`config.mk`:
```
export PLATFORM = sky130hd
export DESIGN_NAME = guess_round_sched_flat
export DESIGN_NICKNAME = d
export VERILOG_FILES = /design/src/rtl/guess_round_sched_if.sv /design/src/rtl/guess_round_sched.sv /design/src/flat_wrapper.sv
export SDC_FILE = /design/constraint.sdc
export NUM_CORES = 1
export LEC_CHECK = 0
export BUFFER_PORTS_ARGS = -buffer_cell sky130_fd_sc_hd__buf_2
export CAP_MARGIN = 40
export CORE_MARGIN = 4
export CORE_UTILIZATION = 30
export DETAILED_ROUTE_END_ITERATION = 16
export PLACE_DENSITY = 0.51
export SYNTH_ARGS = -nofsm -noshare
export SYNTH_HDL_FRONTEND = slang
export SYNTH_SLANG_ARGS = --single-unit
```
`constraint.sdc`:
```
create_clock -name clk -period 3.29 [get_ports clk]
set_input_delay 0.329 -clock clk [delete_from_list [all_inputs] [get_ports clk]]
set_output_delay 0.329 -clock clk [all_outputs]
set_load 0.01 [all_outputs]
```
`src/rtl/guess_round_sched_if.sv`:
```
// Guess handshake bundle between the key-entry block and the round scheduler.
//
// Handshake: a guess transfers on a rising clock edge where guess_vld and
// guess_rdy are both high. guess is only meaningful while guess_vld is high.
// The sender need not wait for guess_rdy before raising guess_vld. A guess
// offered while guess_rdy is low is dropped, not held for later.
//
// Signals:
//   guess_vld  key-entry -> scheduler  guess strobe
//   guess      key-entry -> scheduler  8-bit guess value
//   guess_rdy  scheduler -> key-entry  scheduler can take a guess this cycle
interface guess_round_sched_if;
    logic       guess_vld;
    logic [7:0] guess;
    logic       guess_rdy;

    modport master (output guess_vld, output guess, input guess_rdy);
    modport slave  (input guess_vld, input guess, output guess_rdy);
endinterface

```
`src/rtl/guess_round_sched.sv`:
```
// Round controller for the number-guessing datapath.
// It runs the random generator, latches a clamped secret target, and takes
// guesses over the guess handshake. Each guess is judged against the
// target. The controller then narrows the legal range [ll,hl], counts down
// the remaining attempts, and declares win or lose.
//
// Ports:
//   clk, rst     clock, asynchronous active-low reset
//   start        begin or abort a round (a new assertion is required)
//   target       random value, sampled on the last SEED cycle
//   gif          guess handshake (slave side)
//   genrand      random generator advance enable
//   ll, hl       current inclusive bounds
//   tries_left   remaining attempts
//   hint_lt/gt   one-cycle pulses: guess below/above target
//   outrange     one-cycle pulse: guess outside [ll,hl]
//   win, lose    round result levels
//   busy         round in progress (SEED, WAIT, CHECK)
//   score        rounds won, saturating at 255
//   state_dbg    current FSM state, for debug/observation
module guess_round_sched #(
    parameter int MAX_TRIES   = 7,
    parameter int SEED_CYCLES = 16,
    parameter int LO          = 1,
    parameter int HI          = 99
) (
    input  logic                      clk,
    input  logic                      rst,
    input  logic                      start,
    input  logic [7:0]                target,
    guess_round_sched_if.slave        gif,
    output logic                      genrand,
    output logic [7:0]                ll,
    output logic [7:0]                hl,
    output logic [3:0]                tries_left,
    output logic                      hint_lt,
    output logic                      hint_gt,
    output logic                      outrange,
    output logic                      win,
    output logic                      lose,
    output logic                      busy,
    output logic [7:0]                score,
    output logic [2:0]                state_dbg
);
    localparam logic [7:0] LO_V      = 8'(LO);
    localparam logic [7:0] HI_V      = 8'(HI);
    localparam logic [3:0] TRIES_V   = 4'(MAX_TRIES);
    localparam logic [7:0] SEED_LAST = 8'(SEED_CYCLES - 1);

    typedef enum logic [2:0] {
        S_IDLE, S_SEED, S_WAIT, S_CHECK, S_WIN, S_LOSE
    } state_t;

    state_t     state, state_n;
    logic [7:0] seed_cnt, seed_cnt_n;
    logic [7:0] tgt, tgt_n;
    logic [7:0] gss, gss_n;
    logic [7:0] ll_n, hl_n, score_n;
    logic [3:0] tries_n, tries_dec;
    logic       hint_lt_n, hint_gt_n, outrange_n, win_n, lose_n;
    logic       start_q, start_evt;

    // A round starts only on a fresh assertion of start. If start is held
    // high, it begins one round and does not keep restarting SEED.
    assign start_evt = start && !start_q;
    assign tries_dec = tries_left - 4'd1;

    assign gif.guess_rdy = (state == S_WAIT);
    assign busy          = (state == S_SEED) || (state == S_WAIT) || (state == S_CHECK);
    assign state_dbg     = state;

    always_comb begin
        state_n    = state;
        seed_cnt_n = seed_cnt;
        tgt_n      = tgt;
        gss_n      = gss;
        ll_n       = ll;
        hl_n       = hl;
        tries_n    = tries_left;
        hint_lt_n  = 1'b0;
        hint_gt_n  = 1'b0;
        outrange_n = 1'b0;
        win_n      = win;
        lose_n     = lose;
        score_n    = score;
        if (start_evt) begin
            // Start from IDLE/WIN/LOSE, or abort a busy round. Any guess in
            // CHECK this cycle is discarded.
            state_n    = S_SEED;
            seed_cnt_n = 8'd0;
            ll_n       = LO_V;
            hl_n       = HI_V;
            tries_n    = TRIES_V;
            win_n      = 1'b0;
            lose_n     = 1'b0;
        end else begin
            case (state)
                S_SEED: begin
                    if (seed_cnt == SEED_LAST) begin
                        state_n = S_WAIT;
                        if (target < LO_V)      tgt_n = LO_V;
                        else if (target > HI_V) tgt_n = HI_V;
                        else                    tgt_n = target;
                    end else begin
                        seed_cnt_n = seed_cnt + 8'd1;
                    end
                end
                S_WAIT: begin
                    if (gif.guess_vld) begin
                        gss_n   = gif.guess;
                        state_n = S_CHECK;
                    end
                end
                S_CHECK: begin
                    if (gss < ll || gss > hl) begin
                        outrange_n = 1'b1;
                        state_n    = S_WAIT;
                    end else if (gss == tgt) begin
                        state_n = S_WIN;
                        win_n   = 1'b1;
                        if (score != 8'hFF) score_n = score + 8'd1;
                    end else begin
                        // ll <= tgt <= hl, so these adjustments cannot wrap.
                        if (gss < tgt) begin
                            hint_lt_n = 1'b1;
                            ll_n      = gss + 8'd1;
                        end else begin
                            hint_gt_n = 1'b1;
                            hl_n      = gss - 8'd1;
                        end
                        tries_n = tries_dec;
                        if (tries_dec == 4'd0) begin
                            state_n = S_LOSE;
                            lose_n  = 1'b1;
                        end else begin
                            state_n = S_WAIT;
                        end
                    end
                end
                default: ;
            endcase
        end
    end

    always_ff @(posedge clk or negedge rst) begin
        if (!rst) begin
            state      <= S_IDLE;
            seed_cnt   <= 8'd0;
            tgt        <= LO_V;
            gss        <= 8'd0;
            ll         <= LO_V;
            hl         <= HI_V;
            tries_left <= TRIES_V;
            hint_lt    <= 1'b0;
            hint_gt    <= 1'b0;
            outrange   <= 1'b0;
            win        <= 1'b0;
            lose       <= 1'b0;
            score      <= 8'd0;
            genrand    <= 1'b0;
            start_q    <= 1'b0;
        end else begin
            state      <= state_n;
            seed_cnt   <= seed_cnt_n;
            tgt        <= tgt_n;
            gss        <= gss_n;
            ll         <= ll_n;
            hl         <= hl_n;
            tries_left <= tries_n;
            hint_lt    <= hint_lt_n;
            hint_gt    <= hint_gt_n;
            outrange   <= outrange_n;
            win        <= win_n;
            lose       <= lose_n;
            score      <= score_n;
            // genrand is registered, so it is high during exactly the SEED cycles.
            genrand    <= (state_n == S_SEED);
            start_q    <= start;
        end
    end
endmodule

```
`src/flat_wrapper.sv`:
```
// flat-port wrapper written by rule: the top's interface ports become plain ports
module guess_round_sched_flat 
#(
    parameter int MAX_TRIES   = 7,
    parameter int SEED_CYCLES = 16,
    parameter int LO          = 1,
    parameter int HI          = 99
)
  (clk, rst, start, target, genrand, ll, hl, tries_left, hint_lt, hint_gt, outrange, win, lose, busy, score, state_dbg, gif_guess_vld, gif_guess, gif_guess_rdy);
  guess_round_sched_if gif_i ();
  input  logic clk;
  input  logic rst;
  input  logic start;
  input  logic [7:0] target;
  output logic genrand;
  output logic [7:0] ll;
  output logic [7:0] hl;
  output logic [3:0] tries_left;
  output logic hint_lt;
  output logic hint_gt;
  output logic outrange;
  output logic win;
  output logic lose;
  output logic busy;
  output logic [7:0] score;
  output logic [2:0] state_dbg;
  input wire logic [$bits(gif_i.guess_vld)-1:0] gif_guess_vld;
  input wire logic [$bits(gif_i.guess)-1:0] gif_guess;
  output wire logic [$bits(gif_i.guess_rdy)-1:0] gif_guess_rdy;
  assign gif_i.guess_vld = gif_guess_vld;
  assign gif_i.guess = gif_guess;
  assign gif_guess_rdy = gif_i.guess_rdy;
  guess_round_sched #(.MAX_TRIES(MAX_TRIES), .SEED_CYCLES(SEED_CYCLES), .LO(LO), .HI(HI)) u_core (.clk(clk), .rst(rst), .start(start), .target(target), .gif(gif_i), .genrand(genrand), .ll(ll), .hl(hl), .tries_left(tries_left), .hint_lt(hint_lt), .hint_gt(hint_gt), .outrange(outrange), .win(win), .lose(lose), .busy(busy), .score(score), .state_dbg(state_dbg));
endmodule
```
==> results.cfg, run 1 <==
[run_status]
status = finished, final reports clean

[power_and_ir_drop]
vdd_drop_max_mv = 0.165
power_leakage_uw = 0.00204
power_switching_uw = 627
combPwrFrac_pct = 18.1
pwr-share-seq_pct = 41.0
p_int_uw = 1530
p_clk_share_pct = 40.9
swShare_pct = 29.1
pwr_density_cell_nw_per_um2 = 495

[die]
initial_core_util_pct = 31.2
die_area_um2 = 13900
core_um2 = 11600
fp.dieW_um = 118
rows = 39
fp.dieH_um = 118
num_io_pins = 59

[logic_synthesis]
ys_ff_latch = 62
syn_inst = 367
synth_top_family_by_area = simple AND/OR/NAND/NOR gates
postSynthAreaPerCell_um2 = 9.87
async_flop_share_pct = 100
synth-adder-area-share_pct = 10.0
yosys.area_share.simple_pct = 17.4
synth_compound_area_share_pct = 14.9
synth_edf_count = 0
ys_warn_count = 0
ys.flop_type = dfrtp_1
synth_cell_type_count = 52
synthXorXnorAreaFrac_pct = 6.04
synth_area_um2 = 3620
yosysSeqAreaShare_pct = 43.1
synthMuxAreaShare_pct = 3.07
synth_nets = 416

[detailed_routing]
routedWlPerCell_um = 15.8
drt_first_iter_violations = 148
vias_per_cell = 5.01
ant_nets = 0
num_vias = 2894
firstDrtPassIters = 4
drcViolationCount = 0
wl_um = 9120

[sta]
fmax_mhz = 371
hold_violations = 0
timing.final.crit_share_pct = 82.0
setup_viol = 0
rsz0062_at_grt = no
fin_crit_ns = 2.70
finalClockSkew_ns = 0.00732
worst_pin_slew_ns = 0.692
setup_tns_ns = 0
slew_viol_final = 0
slew_headroom_pct = 53.7

[layout]
fillers = 1209
syn_to_final_growth_pct = 20.3
stdcell_count = 578
layout_commonest_cell = buf_2
final_nets = 479
n_antenna_cell = 0
drive_above_1_share_pct = 25.5
final_cell_mix = buf_2 (58), dfrtp_1 (53), inv_1 (30), ha_1 (29), a21oi_1 (21)

[global_routing]
grt_pass1_wl_um = 15800
grt-ovfl-total = 0
antenna_found_initial = 0
grt_usage_pct = 14.2
grt_max_degree = 25
grt_pass1_vias = 3106

[clock_tree]
cts.sinks = 62
cts-resized-gates = 0
cts_buffers = 9
cts.hold.buffers_added = 1
clkSlewWorstSetupHoldPaths_ns = 0.05
htreeDepth = 3
clk_path_buf_depth = 2
postCtsSetupBuffers = 0
root_buffer = clkbuf_16
clock_latency_ns = 0.33
cts_tree = yes

[placed_design]
io_buffers = 58
dp.cells = 561
place.gp.congestion = 0.842
hpwl_um = 6980

[setup_path]
cp.arrival_ns = 2.94
required_ns = 3.53
crit_path_end_kind = flop
start_kind = flop
path_max_fanout = 17
criticalPathCategory = flop to flop

[run]
drv_cap = 0

[hold_path]
hp-class = input pin to flop
-- Yosys cell counts (2+ instances only) --
cell / count / area [µm²]
or3_1: 3 / 18.8
buf_6: 2 / 22.5
and3_1: 3 / 18.8
mux2_2: 9 / 101
inv_1: 30 / 113
buf_2: 7 / 35.0
dfstp_2: 9 / 236
a21oi_1: 21 / 105
clkbuf_1: 5 / 18.8
nor4_1: 8 / 50.1
nand2_1: 20 / 75.1
xor2_1: 15 / 131
o211ai_2: 2 / 25.0
a31oi_1: 3 / 18.8
xnor2_1: 10 / 87.6
a211oi_1: 8 / 60.1
dfrtp_1: 53 / 1330
o21ai_0: 18 / 90.1
nand2b_1: 2 / 12.5
ha_1: 29 / 363
nor2_1: 18 / 67.6
o211ai_1: 5 / 37.5
nor2b_1: 5 / 31.3
o21ai_1: 4 / 20.0
nor3_1: 16 / 80.1
nand3_1: 19 / 95.1
nor3b_1: 7 / 52.6
nand4_1: 5 / 31.3
o21a_1: 4 / 30.0
a21o_1: 3 / 22.5
a31o_2: 3 / 26.3
-- sequential cells by signal, summed over array words and instances (netlist names), 3 cells and up --
name,cells
u_core.seed_cnt,8
u_core.gss,8
u_core.score,8
u_core.tgt,8
u_core.ll,8
u_core.hl,8
u_core.state_dbg,3
u_core.tries_left,4
-- through the flow --
step                setup slack, ns  cell area (µm²)  util, %  hold WS [ns]  power [µW]
CTS                           0.596             4360     37.5         0.120        2190
global placement              0.662             4070     35.0         0.283        1280
global route                  0.341             4360     37.5         0.129        2280
floorplan                      1.03             3620        -        0.0334        1170
finish                        0.591             4360     37.5         0.133        2160
detailed placement            0.604             4070     35.0         0.291        1290
-- cell type report --
class	instances	area, µm²	area share, %
Multi-Input combinational cell	260	1860	42.8
Sequential cell	62	1560	35.9
Timing Repair Buffer	67	360	8.27
Clock buffer	13	260	5.97
Tap cell	143	179	4.11
Inverter	30	113	2.58
Clock inverter	3	20.0	0.459
-- critical path, stage by stage (launching register included) --
cell,delay [ns]
dfstp_2,0.52
inv_1,0.06
ha_1,0.30
o21ai_0,0.10
o211ai_1,0.16
o21ai_0,0.16
o211ai_2,0.59
buf_4,0.33
nor2_1,0.13
a211oi_1,0.25
-- power by group through the flow --
stage	logic, µW	clock network [µW]	registers [µW]
floorplan	290	0	882
global placement	387	0	893
detailed placement	393	0	896
CTS	397	908	884
global route	447	937	892
finish	391	881	884
-- metal layers --
metal / track usage, % / vias up / part of all wire (%)
met2: 21.8 / 61 / 44
met1: 19.3 / 1375 / 49
li1: - / 1443 / -
met4: 6.52 / 0 / 2.4
met5: 0 / - / 0
met3: 2.69 / 15 / 4.1
-- path summary, 6_finish.rpt --
check                                           from  cells after the start                           to  slack, ns
setup / recovery            u_core.hl[6]$_DFFE_PN1P_                      9     u_core.hl[3]$_DFFE_PN0P_       0.59
hold / removal                                 start                      1     u_core.start_q$_DFF_PN0_       0.13
setup reg to reg            u_core.hl[6]$_DFFE_PN1P_                      9     u_core.hl[3]$_DFFE_PN0P_       0.59
hold reg to reg            u_core.tgt[0]$_DFFE_PN1P_                      2    u_core.tgt[0]$_DFFE_PN1P_       0.50
max in group asynchronous                        rst                      3    u_core.tgt[0]$_DFFE_PN1P_       2.08
min in group asynchronous                        rst                      2  u_core.score[0]$_DFFE_PN0P_       0.48
-- kinds of logic (layout without fill, tap and decap cells) --
kind of cell	count (synthesis)	count (layout)
AND/OR/NAND/NOR	116	116
AO/OA/AOI/OAI	80	80
flip-flops	62	62
buffers and inverters	45	113
adder cells (fa/ha/maj)	29	29
XOR/XNOR	25	25
multiplexers	10	10
No activity file was read; power rests on OpenSTA's default activity.
==> run 2, diff against run 1 <==
--- a/config.mk
+++ b/config.mk
@@ -5,12 +5,13 @@
 export SDC_FILE = /design/constraint.sdc
 export NUM_CORES = 1
 export LEC_CHECK = 0
+export ABC_AREA = 1
 export BUFFER_PORTS_ARGS = -buffer_cell sky130_fd_sc_hd__buf_2
 export CAP_MARGIN = 40
 export CORE_MARGIN = 4
 export CORE_UTILIZATION = 30
 export DETAILED_ROUTE_END_ITERATION = 16
-export PLACE_DENSITY = 0.51
+export PLACE_DENSITY = 0.52
 export SYNTH_ARGS = -nofsm -noshare
 export SYNTH_HDL_FRONTEND = slang
 export SYNTH_SLANG_ARGS = --single-unit
==> constraint.sdc (replaced) <==
create_clock -name clk -period 2.2 [get_ports clk]
set_input_delay 0.22 -clock clk [delete_from_list [all_inputs] [get_ports clk]]
set_output_delay 0.22 -clock clk [all_outputs]
set_load 0.01 [all_outputs]
==> run 2 against run 1 <==
Cell area grew 9.1%. Global-route usage grew 0.11 points. Hold slack lost 0.11 ns. Via count grew 14%. Maximum frequency grew 33%.
==> results.cfg, run 2 <==
[setup_path]
critPathSlowestCell = dfstp_2
required_ns = 2.47
r2r-start = u_core.hl[6]$_DFFE_PN1P_
r2r_slack_ns = 0.17
rr_endpoint = u_core.hl[4]$_DFFE_PN0P_
crit_family = simple AND/OR/NAND/NOR gates
cp.depth = 10
cp.arrival_ns = 2.30
start_kind = flop
cpPeakStageDelay_ns = 0.54
path_cells = inv_1 > ha_1 > nand2_1 > nor2_1 > nand4_1 > nand2_4 > nand2_8 > nor2_1 > nand3_1 > nand2_1
crit_path_end_kind = flop
path_buf_inv = 1
path_max_fanout = 5
r2r_cells = 10
criticalPathCategory = flop to flop

[logic_synthesis]
ys.flop_type = dfrtp_1
async_flop_share_pct = 100
ys_warn_count = 0
synth_cell_type_count = 38
yosysSeqAreaShare_pct = 40.4
synthTopCellsByArea = dfrtp_1 (34%), ha_1 (9.4%), nand2_1 (8.8%)
yosys.area.top_type = dfrtp_1
synth.top_cell.area_share_pct = 34.3
synth_edf_count = 0
syn_inst = 478
synth_area_um2 = 3870
synth_nets = 527
synth.most_common_cell = nand2_1
yosys-top-cells-count = nand2_1 (91), inv_1 (62), dfrtp_1 (53)
ys_ff_latch = 62
postSynthAreaPerCell_um2 = 8.09

[layout]
final_nets = 597
final_cell_mix = nand2_1 (90), inv_1 (61), buf_2 (58), dfrtp_1 (51), nand3_1 (46)
regArea_um2 = 1570
syn_to_final_growth_pct = 22.9
n_antenna_cell = 0
fin_util_pct = 37.7
drive_above_1_share_pct = 25.0
multi_input_comb_area_um2 = 1990
fillers = 1349
layout_commonest_cell = nand2_1

[sta]
rsz0062_at_grt = no
setup_viol = 0
timing.hold.ws_ns = 0.0193
setup_tns_ns = 0
fin_crit_ns = 2.03
slew_viol_final = 0
slew_headroom_pct = 58.3
finalClockSkew_ns = 0.00696
timing.final.crit_share_pct = 92.5
worst_slack_ns = 0.165
fmax_mhz = 492
hold_violations = 0
worst_pin_slew_ns = 0.626

[global_routing]
antenna_found_initial = 0
grt_usage_pct = 14.3
grt_pass1_wl_um = 16500
grt_max_degree = 39
grt-ovfl-total = 0
grt_pass1_vias = 3213

[clock_tree]
htreeDepth = 3
clk_path_buf_depth = 2
cts.sinks = 62
clock_latency_ns = 0.33
cts_buffers = 9
cts_tree = yes
root_buffer = clkbuf_16
clkSlewWorstSetupHoldPaths_ns = 0.05

[run_status]
status = finished, final reports clean

[die]
die_area_um2 = 14800
initial_core_util_pct = 30.6
core_um2 = 12600
rows = 41
fp.dieH_um = 122
fp.dieW_um = 122
num_io_pins = 59

[detailed_routing]
wl_um = 9840
num_vias = 3295
drt_first_iter_violations = 142
routedWlPerCell_um = 13.6
firstDrtPassIters = 4
drcViolationCount = 0
vias_per_cell = 4.54
ant_nets = 0

[run]
drv_cap = 0

[placed_design]
place.gp.congestion = 0.840
pre_cts_slack_ns = 0.0247
io_buffers = 58
hpwl_um = 7610

[hold_path]
holdPathStages = 1
hold_start = start
holdPathEnd = u_core.start_q$_DFF_PN0_
hp-class = input pin to flop

[power_and_ir_drop]
power_leakage_uw = 0.00245
vdd_drop_max_mv = 0.467
pwr_density_cell_nw_per_um2 = 1340
-- run 2: cell type report --
class                           instances  area share (%)
Multi-Input combinational cell        332            41.8
Sequential cell                        62            32.9
Timing Repair Buffer                   69            8.16
Inverter                               74            5.90
Clock buffer                           12            5.19
Tap cell                              172            4.53
Clock inverter                          4            1.47
-- run 2: power breakdown --
part / leakage [µW] / total (µW) / switching [µW] / internal (µW)
combinational: 0.00152 / 2980 / 1860 / 1120
sequential: 0.000770 / 1860 / 366 / 1500
clock: 0.000157 / 1520 / 500 / 1020
-- run 2: cells by family (layout without fill, tap and decap cells) --
group,after synthesis,after routing,synth area share (%)
and+or+nand+nor,232,232,29.7
buffers and inverters,84,159,8.73
DFF,62,62,40.4
AOI/OAI and AO/OA,51,51,7.15
adders and majority gates,29,29,9.38
xor gates and xnor gates,19,19,4.30
muxes,1,1,0.291
-- run 2: worst max-delay path by stage --
stage	from	to	slack, ns
global route	u_core.hl[1]$_DFFE_PN1P_	u_core.hl[2]$_DFFE_PN0P_	0.01
CTS	u_core.hl[6]$_DFFE_PN1P_	u_core.score[3]$_DFFE_PN0P_	0.03
floorplan	u_core.hl[1]$_DFFE_PN1P_	u_core.score[2]$_DFFE_PN0P_	0.32
detailed placement	u_core.hl[6]$_DFFE_PN1P_	u_core.score[3]$_DFFE_PN0P_	0.02
global placement	u_core.hl[5]$_DFFE_PN1P_	u_core.score[7]$_DFFE_PN0P_	0.06
finish	u_core.hl[6]$_DFFE_PN1P_	u_core.hl[4]$_DFFE_PN0P_	0.17
-- run 2: metal layers --
| layer | part of all wire (%) | global-route usage (%) | wire length (µm) | vias up |
|---|---|---|---|---|
| li1 | - | - | - | 1696 |
| met1 | 48 | 19.6 | 4750 | 1536 |
| met2 | 45 | 21.7 | 4440 | 52 |
| met3 | 4.5 | 3.20 | 442 | 11 |
| met4 | 2.1 | 6.30 | 204 | 0 |
| met5 | 0 | 0 | 0 | - |
-- run 2: timing repair --
item                       4_1_cts  5_1_grt
hold endpoints to repair        22        0
resized for setup                0        7
buffers inserted                 0        1
hold buffers                     1        0
setup endpoints to repair        0       25
-- run 2: per-stage QoR --
| step | power [µW] | instance area (µm²) | instances |
|---|---|---|---|
| 2_1_floorplan | 3900 | 3870 | 478 |
| 3_3_place_gp | 4770 | 4400 | 707 |
| 3_5_place_dp | 4820 | 4400 | 707 |
| 4_1_cts | 6390 | 4720 | 724 |
| 5_1_grt | 6960 | 4750 | 725 |
| 6_report | 6370 | 4750 | 725 |
